$ cat config.mk
export PLATFORM = sky130hd
export DESIGN_NAME = dsi_lane_seq_multi
export DESIGN_NICKNAME = d
export VERILOG_FILES = /design/src/rtl/dsi_pkg.sv /design/src/rtl/dsi_dwell_timer.sv /design/src/rtl/dsi_lane_seq_multi.sv
export SDC_FILE = /design/constraint.sdc
export NUM_CORES = 1
export LEC_CHECK = 0
export BUFFER_PORTS_ARGS = -buffer_cell sky130_fd_sc_hd__buf_4
export CAP_MARGIN = 10
export CORE_UTILIZATION = 40
export CTS_BUF_LIST = sky130_fd_sc_hd__clkbuf_4
export DETAILED_ROUTE_END_ITERATION = 8
export PLACE_DENSITY = 0.63
export SLEW_MARGIN = 20
export SYNTH_ARGS = -nofsm -noshare
export SYNTH_HDL_FRONTEND = slang
export SYNTH_SLANG_ARGS = --single-unit
$ cat constraint.sdc
create_clock -name clk_sys -period 6.65 [get_ports clk_sys]
set_input_delay 0.3325 -clock clk_sys [delete_from_list [all_inputs] [get_ports clk_sys]]
set_output_delay 0.3325 -clock clk_sys [all_outputs]
set_load 0.03 [all_outputs]
$ cat src/rtl/dsi_pkg.sv
// Shared types and constants for the D-PHY lane sequencer.
// Lane drive encoding and the state list live here so lanes and FSM agree.
package dsi_pkg;

  typedef enum logic [2:0] {
    ST_DISABLED, ST_IDLE, ST_HS_RQST, ST_HS_PREP,
    ST_HS_ZERO, ST_HS_ACTIVE, ST_HS_TRAIL, ST_HS_EXIT
  } dsi_lane_state_t;

  // LP levels as {p, n}
  localparam logic [1:0] LP11 = 2'b11;
  localparam logic [1:0] LP01 = 2'b01;
  localparam logic [1:0] LP00 = 2'b00;

  localparam int T_LPX      = 5;
  localparam int T_HS_PREP  = 5;
  localparam int T_HS_ZERO  = 10;
  localparam int T_HS_TRAIL = 8;
  localparam int T_HS_EXIT  = 10;

  typedef struct packed {
    logic p;
    logic n;
    logic oe;
    logic hs;
  } lane_drv_t;

  function automatic logic is_timed(dsi_lane_state_t st);
    return st inside {ST_HS_RQST, ST_HS_PREP, ST_HS_ZERO, ST_HS_TRAIL, ST_HS_EXIT};
  endfunction

  // Masked-off lanes (act=0) park at LP-11 with the buffer enabled.
  function automatic lane_drv_t lane_drive(dsi_lane_state_t st, logic act);
    lane_drv_t d;
    d = '{p: LP11[1], n: LP11[0], oe: 1'b1, hs: 1'b0};
    case (st)
      ST_DISABLED: d.oe = 1'b0;
      ST_HS_RQST:  if (act) {d.p, d.n} = LP01;
      ST_HS_PREP:  if (act) {d.p, d.n} = LP00;
      ST_HS_ZERO, ST_HS_ACTIVE, ST_HS_TRAIL:
        if (act) begin
          d.oe = 1'b0;
          d.hs = 1'b1;
        end
      default: ;
    endcase
    return d;
  endfunction

endpackage

$ cat src/rtl/dsi_dwell_timer.sv
// Shared dwell down-counter: load on state entry, done while the count is zero,
// so a state loaded with N lasts N+1 cycles.
module dsi_dwell_timer #(
  parameter int CNT_W = 8
) (
  input  logic             clk_sys,
  input  logic             rst_n,
  input  logic             load,
  input  logic             en,
  input  logic [CNT_W-1:0] load_val,
  output logic             done
);

  logic [CNT_W-1:0] cnt;

  always_ff @(posedge clk_sys or negedge rst_n) begin
    if (!rst_n)                 cnt <= '0;
    else if (load)              cnt <= load_val;
    else if (en && cnt != '0)   cnt <= cnt - CNT_W'(1);
  end

  assign done = (cnt == '0);

endmodule

$ cat src/rtl/dsi_lane_seq_multi.sv
// LP/HS burst sequencer for LANES D-PHY lanes with programmable dwells.
// Optional HS_ACTIVE watchdog: define DSI_LANE_HS_WDT_EN.
module dsi_lane_seq_multi
  import dsi_pkg::*;
#(
  parameter int LANES = 4,
  parameter int CNT_W = 8,
  parameter int WDT_W = 16
) (
  input  logic             clk_sys,
  input  logic             rst_n,
  input  logic             lines_enable,
  input  logic             start_rqst,
  input  logic             fin_rqst,
  input  logic [LANES-1:0] lane_mask,
  input  logic [CNT_W-1:0] cfg_t_lpx,
  input  logic [CNT_W-1:0] cfg_t_prep,
  input  logic [CNT_W-1:0] cfg_t_zero,
  input  logic [CNT_W-1:0] cfg_t_trail,
  input  logic [CNT_W-1:0] cfg_t_exit,
  input  logic [WDT_W-1:0] cfg_t_wdt,
  input  logic             hs_fin_ack,
  output logic             hs_start,
  output logic             hs_fin,
  output logic [LANES-1:0] hs_en,
  output logic [LANES-1:0] lp_p,
  output logic [LANES-1:0] lp_n,
  output logic [LANES-1:0] lp_oe,
  output logic             busy,
  output logic             err_wdt
);

  dsi_lane_state_t state_q, state_nxt;
  logic             dwell_done, go, wdt_to, fin_q, fin_nxt;
  logic [CNT_W-1:0] lpx_s, prep_s, zero_s, trail_s, exit_s, load_val;
  logic [LANES-1:0] mask_s, mask_nxt;
  lane_drv_t [LANES-1:0] drv_nxt;

  always_comb begin
    state_nxt = state_q;
    case (state_q)
      ST_DISABLED:  if (lines_enable) state_nxt = ST_IDLE;
      ST_IDLE:      if (!lines_enable) state_nxt = ST_DISABLED;
                    else if (start_rqst) state_nxt = ST_HS_RQST;
      ST_HS_RQST:   if (dwell_done) state_nxt = ST_HS_PREP;
      ST_HS_PREP:   if (dwell_done) state_nxt = ST_HS_ZERO;
      ST_HS_ZERO:   if (dwell_done) state_nxt = ST_HS_ACTIVE;
      ST_HS_ACTIVE: if (hs_fin_ack || wdt_to) state_nxt = ST_HS_TRAIL;
      ST_HS_TRAIL:  if (dwell_done) state_nxt = ST_HS_EXIT;
      ST_HS_EXIT:   if (dwell_done) state_nxt = ST_IDLE;
      default:      state_nxt = ST_DISABLED;
    endcase
  end

  assign go       = (state_q == ST_IDLE) && (state_nxt == ST_HS_RQST);
  assign mask_nxt = go ? lane_mask : mask_s;

  // RQST is only ever entered on go, so it loads the live lpx value.
  always_comb begin
    load_val = '0;
    case (state_nxt)
      ST_HS_RQST:  load_val = go ? cfg_t_lpx : lpx_s;
      ST_HS_PREP:  load_val = prep_s;
      ST_HS_ZERO:  load_val = zero_s;
      ST_HS_TRAIL: load_val = trail_s;
      ST_HS_EXIT:  load_val = exit_s;
      default:     load_val = '0;
    endcase
  end

  dsi_dwell_timer #(.CNT_W(CNT_W)) u_dwell (
    .clk_sys (clk_sys),
    .rst_n   (rst_n),
    .load    (state_nxt != state_q),
    .en      (is_timed(state_q)),
    .load_val(load_val),
    .done    (dwell_done)
  );

  always_ff @(posedge clk_sys or negedge rst_n) begin
    if (!rst_n) begin
      lpx_s   <= CNT_W'(T_LPX);
      prep_s  <= CNT_W'(T_HS_PREP);
      zero_s  <= CNT_W'(T_HS_ZERO);
      trail_s <= CNT_W'(T_HS_TRAIL);
      exit_s  <= CNT_W'(T_HS_EXIT);
      mask_s  <= '0;
    end else if (go) begin
      lpx_s   <= cfg_t_lpx;
      prep_s  <= cfg_t_prep;
      zero_s  <= cfg_t_zero;
      trail_s <= cfg_t_trail;
      exit_s  <= cfg_t_exit;
      mask_s  <= lane_mask;
    end
  end

  // Finish request is remembered from RQST through ACTIVE and dropped at burst end.
  assign fin_nxt = (state_nxt inside {ST_IDLE, ST_DISABLED}) ? 1'b0 :
                   fin_q | (fin_rqst &&
                   (state_q inside {ST_HS_RQST, ST_HS_PREP, ST_HS_ZERO, ST_HS_ACTIVE}));

`ifdef DSI_LANE_HS_WDT_EN
  logic [WDT_W-1:0] wdt_cnt, wdt_s;

  always_ff @(posedge clk_sys or negedge rst_n) begin
    if (!rst_n) begin
      wdt_cnt <= '0;
      wdt_s   <= '0;
    end else begin
      if (go) wdt_s <= cfg_t_wdt;
      if (state_nxt == ST_HS_ACTIVE && state_q != ST_HS_ACTIVE) wdt_cnt <= WDT_W'(1);
      else if (state_q == ST_HS_ACTIVE && wdt_cnt != '1)       wdt_cnt <= wdt_cnt + WDT_W'(1);
    end
  end

  // wdt_cnt holds the 1-based ACTIVE cycle number; a limit of 0 disables it.
  assign wdt_to = (state_q == ST_HS_ACTIVE) && (wdt_s != '0) &&
                  (wdt_cnt == wdt_s) && !hs_fin_ack;
`else
  logic unused_wdt;
  assign unused_wdt = ^cfg_t_wdt;
  assign wdt_to     = 1'b0;
`endif

  for (genvar i = 0; i < LANES; i++) begin : g_lane
    assign drv_nxt[i] = lane_drive(state_nxt, mask_nxt[i]);
  end

  always_ff @(posedge clk_sys or negedge rst_n) begin
    if (!rst_n) begin
      state_q  <= ST_DISABLED;
      fin_q    <= 1'b0;
      hs_start <= 1'b0;
      hs_fin   <= 1'b0;
      busy     <= 1'b0;
      err_wdt  <= 1'b0;
      lp_p     <= '1;
      lp_n     <= '1;
      lp_oe    <= '0;
      hs_en    <= '0;
    end else begin
      state_q  <= state_nxt;
      fin_q    <= fin_nxt;
      hs_start <= (state_q == ST_HS_ZERO) && (state_nxt == ST_HS_ACTIVE);
      hs_fin   <= (state_nxt == ST_HS_ACTIVE) && fin_nxt;
      busy     <= !(state_nxt inside {ST_DISABLED, ST_IDLE});
      err_wdt  <= wdt_to;
      for (int i = 0; i < LANES; i++) begin
        lp_p[i]  <= drv_nxt[i].p;
        lp_n[i]  <= drv_nxt[i].n;
        lp_oe[i] <= drv_nxt[i].oe;
        hs_en[i] <= drv_nxt[i].hs;
      end
    end
  end

endmodule

==> results.cfg <==
[clock_tree]
cts_sinks = 75
clkTransAtPathRegs_ps = 120
cts_buffer_depth = 2
clkLatencyLatePin_ps = 420
postCtsHoldBufs = 0
htreeDepth = 3
cts_tree = done
cts_made_buffers = 9
post_cts_buffers = 0
ctsResizeCount = 0
root_buffer = clkbuf_4

[route]
drt_iter0_drc = 150
detail_route.first_pass.iterations = 4
wl_per_cell_um = 15.43
ant_nets = 0
drcViolationCount = 0
routed_wl_mm = 8.871
num_vias = 3080
viasPerCell = 5.357

[yosys]
ys_ff_latch = 75
synth_flop_cell = dfrtp_1
synth_area_um2 = 3750
synthArstFlopShare = 1.000
synth_edf_count = 0
synth-warning-count = 0
synth.yosys.seq_area_share = 0.5062
syn-instance-count = 403
synth_fp_nets = 470
ys_types = 62
avgSynthCellArea_um2 = 9.305

[sta]
fin_ws_ps = 3499
relSlewSlack = 0.3937
hold_slack_ps = 43.22
worstMarginPinSlew_ps = 909.5
finalClockSkew_ps = 19.18
achievable-frequency_mhz = 317.3
timing.final.crit_share = 0.4739
finalSetupTns_ps = 0
final_hold_viol_count = 0
post-route-min-period_ps = 3151
grt_setup_unrepaired = no
finalSetupViolations = 0
slew_violations = 0

[pwr]
power.switching_uw = 904.8
p_per_area_nw_per_um2 = 485.6
internal-power_mw = 1.279
leakage_nw = 2.104
ir_drop_v = 0.0001382
total_power_mw = 2.184
combPwrFrac = 0.444
swShare = 0.4143
power_frac_seq = 0.393
p_clk_frac = 0.163

[global_route]
grt_pass1_vias = 2968
overflow = 0
grt_antenna_before_repair = 0
track_usage = 0.1927
grt_max_degree = 76
grt_pass1_wl_mm = 14.64

[placement]
globalplace.congestion = 0.8281
dp_slack_ps = 3539
placed_area_um2 = 4309
dpl.hpwl_mm = 6.341
portBuffers = 68

[floorplan]
row_count = 34
die_h_um = 98.82
coreArea_um2 = 8891
pin_count = 86
dieArea_um2 = 9765
die_w_um = 98.82
start_util = 0.4218

[worst_setup_path]
worst-path-buf-inv = 2
critical_path.slowest_cell = dfrtp_1
cp_data_arrival_time_ps = 3500
cp_top_family = simple AND/OR/NAND/NOR gates
critPathLaunchType = register
critPathKind = reg -> reg
cp_max_fo = 25
path_cells = nor2b_1 > nand2_1 > buf_4 > mux2i_1 > inv_1 > a21oi_1
critical_path_required_ps = 6990
slowest_delay_ps = 900
end_kind = register

[final_layout]
stdcell_area_um2 = 4497
num_antenna_cells = 0
fillers = 846
nets = 529
area_growth_pct = 19.92
drive_above_1_share = 0.2677

[run]
cap_violations = 0

[worst_hold_path]
hold_class = in -> async

[outcome]
outcome = complete, no violations
## cells in the final DEF, fill, tap and decap left out, types with 8 or more instances in the layout
| cell type | instances |
|---|---|
| nor2_1 | 12 |
| dfrtp_1 | 58 |
| o221ai_1 | 8 |
| mux2i_1 | 11 |
| nand3_1 | 9 |
| nand2_1 | 139 |
| buf_4 | 70 |
| inv_1 | 10 |
| clkbuf_4 | 10 |
| dfstp_2 | 17 |
| a21oi_1 | 12 |
## cells in the mapped netlist (3+ instances only)
cell	number	area, um2
xnor2_1	5	43.79
nand2b_1	4	25.02
a221oi_1	5	43.79
a21oi_1	12	60.06
nand4_1	3	18.77
o22ai_1	5	31.28
nor2_1	12	45.04
mux2i_1	11	110.1
o221ai_1	8	70.07
o21a_1	3	22.52
or2_2	5	31.28
nor3b_1	3	22.52
nor2b_1	5	31.28
a21o_1	3	22.52
nand3b_1	3	22.52
o21ai_0	6	30.03
and2_1	6	37.54
buf_2	6	30.03
a32oi_1	3	26.28
dfrtp_1	58	1451
o311ai_0	4	35.03
dfstp_2	17	446.7
a2111oi_2	3	45.04
nand2_1	139	521.8
nand3_1	9	45.04
clkbuf_1	12	45.04
inv_1	10	37.54
## final timing paths
check	from	end	slack, ps	cells after the start
max	state_q[0]$_DFF_PN0_	lp_oe[1]$_DFF_PN0_	3500	6
min	rst_n	hs_en[1]$_DFF_PN0_	40	1
max reg2reg	state_q[0]$_DFF_PN0_	lp_oe[1]$_DFF_PN0_	3500	6
min reg2reg	lpx_s[0]$_DFF_PN1_	lpx_s[0]$_DFF_PN1_	460	2
max in group asynchronous	rst_n	u_dwell.cnt[7]$_DFFE_PN0P_	6030	1
min in group clk_sys	cfg_t_exit[5]	exit_s[5]$_DFFE_PN0N_	90	3
## registers in the layout, summed over array words and instances (netlist names), 3 cells and up
name	count
exit_s	8
lpx_s	8
prep_s	8
trail_s	8
u_dwell.cnt	8
zero_s	8
hs_en	4
lp_n	4
lp_oe	4
lp_p	4
mask_s	4
state_q	3
## kinds of logic (layout without fill, tap and decap cells)
group | count (synthesis) | after routing | synth area share
buffers and inverters | 32 | 96 | 0.03704
AOI/OAI and AO/OA | 70 | 70 | 0.1528
muxes | 12 | 12 | 0.03337
other | 1 | 1 | 0.001000
DFF | 75 | 75 | 0.5062
and+or+nand+nor | 205 | 205 | 0.2499
adders and majority gates | 1 | 1 | 0.003336
xor gates and xnor gates | 7 | 7 | 0.01635
## layer usage
layer / track usage / vias to the layer above / wire length (um)
met5: 0 / - / 0
met2: 0.2985 / 116 / 4042
met3: 0.03262 / 18 / 431
li1: - / 1500 / -
met4: 0.08381 / 0 / 229
met1: 0.2666 / 1446 / 4167
## stage by stage
stage	utilization	cells
after floorplan	-	403
after global placement	0.4847	559
after detailed placement	0.4847	559
after CTS	0.5058	575
after global routing	0.5058	575
final	0.5058	575
## power groups by stage
stage	combinational (mW)	clock [mW]	sequential [mW]
2_1_floorplan	0.696	0	0.868
5_1_grt	1.08	0.388	0.888
4_1_cts	0.976	0.369	0.857
3_3_place_gp	0.957	0	0.860
6_report	0.969	0.357	0.858
3_5_place_dp	0.973	0	0.868
## cell type report
| cell class | instances | area (um2) | share of cell area |
|---|---|---|---|
| clock inverter | 6 | 112.6 | 0.02504 |
| multi-input combinational | 296 | 1713 | 0.3809 |
| sequential | 75 | 1898 | 0.4221 |
| timing repair buffer | 70 | 525.5 | 0.1169 |
| inverter | 10 | 37.54 | 0.008347 |
| clock buffer | 10 | 75.07 | 0.01669 |
| tap | 108 | 135.1 | 0.03005 |
Power figures use the tool's default switching activity.
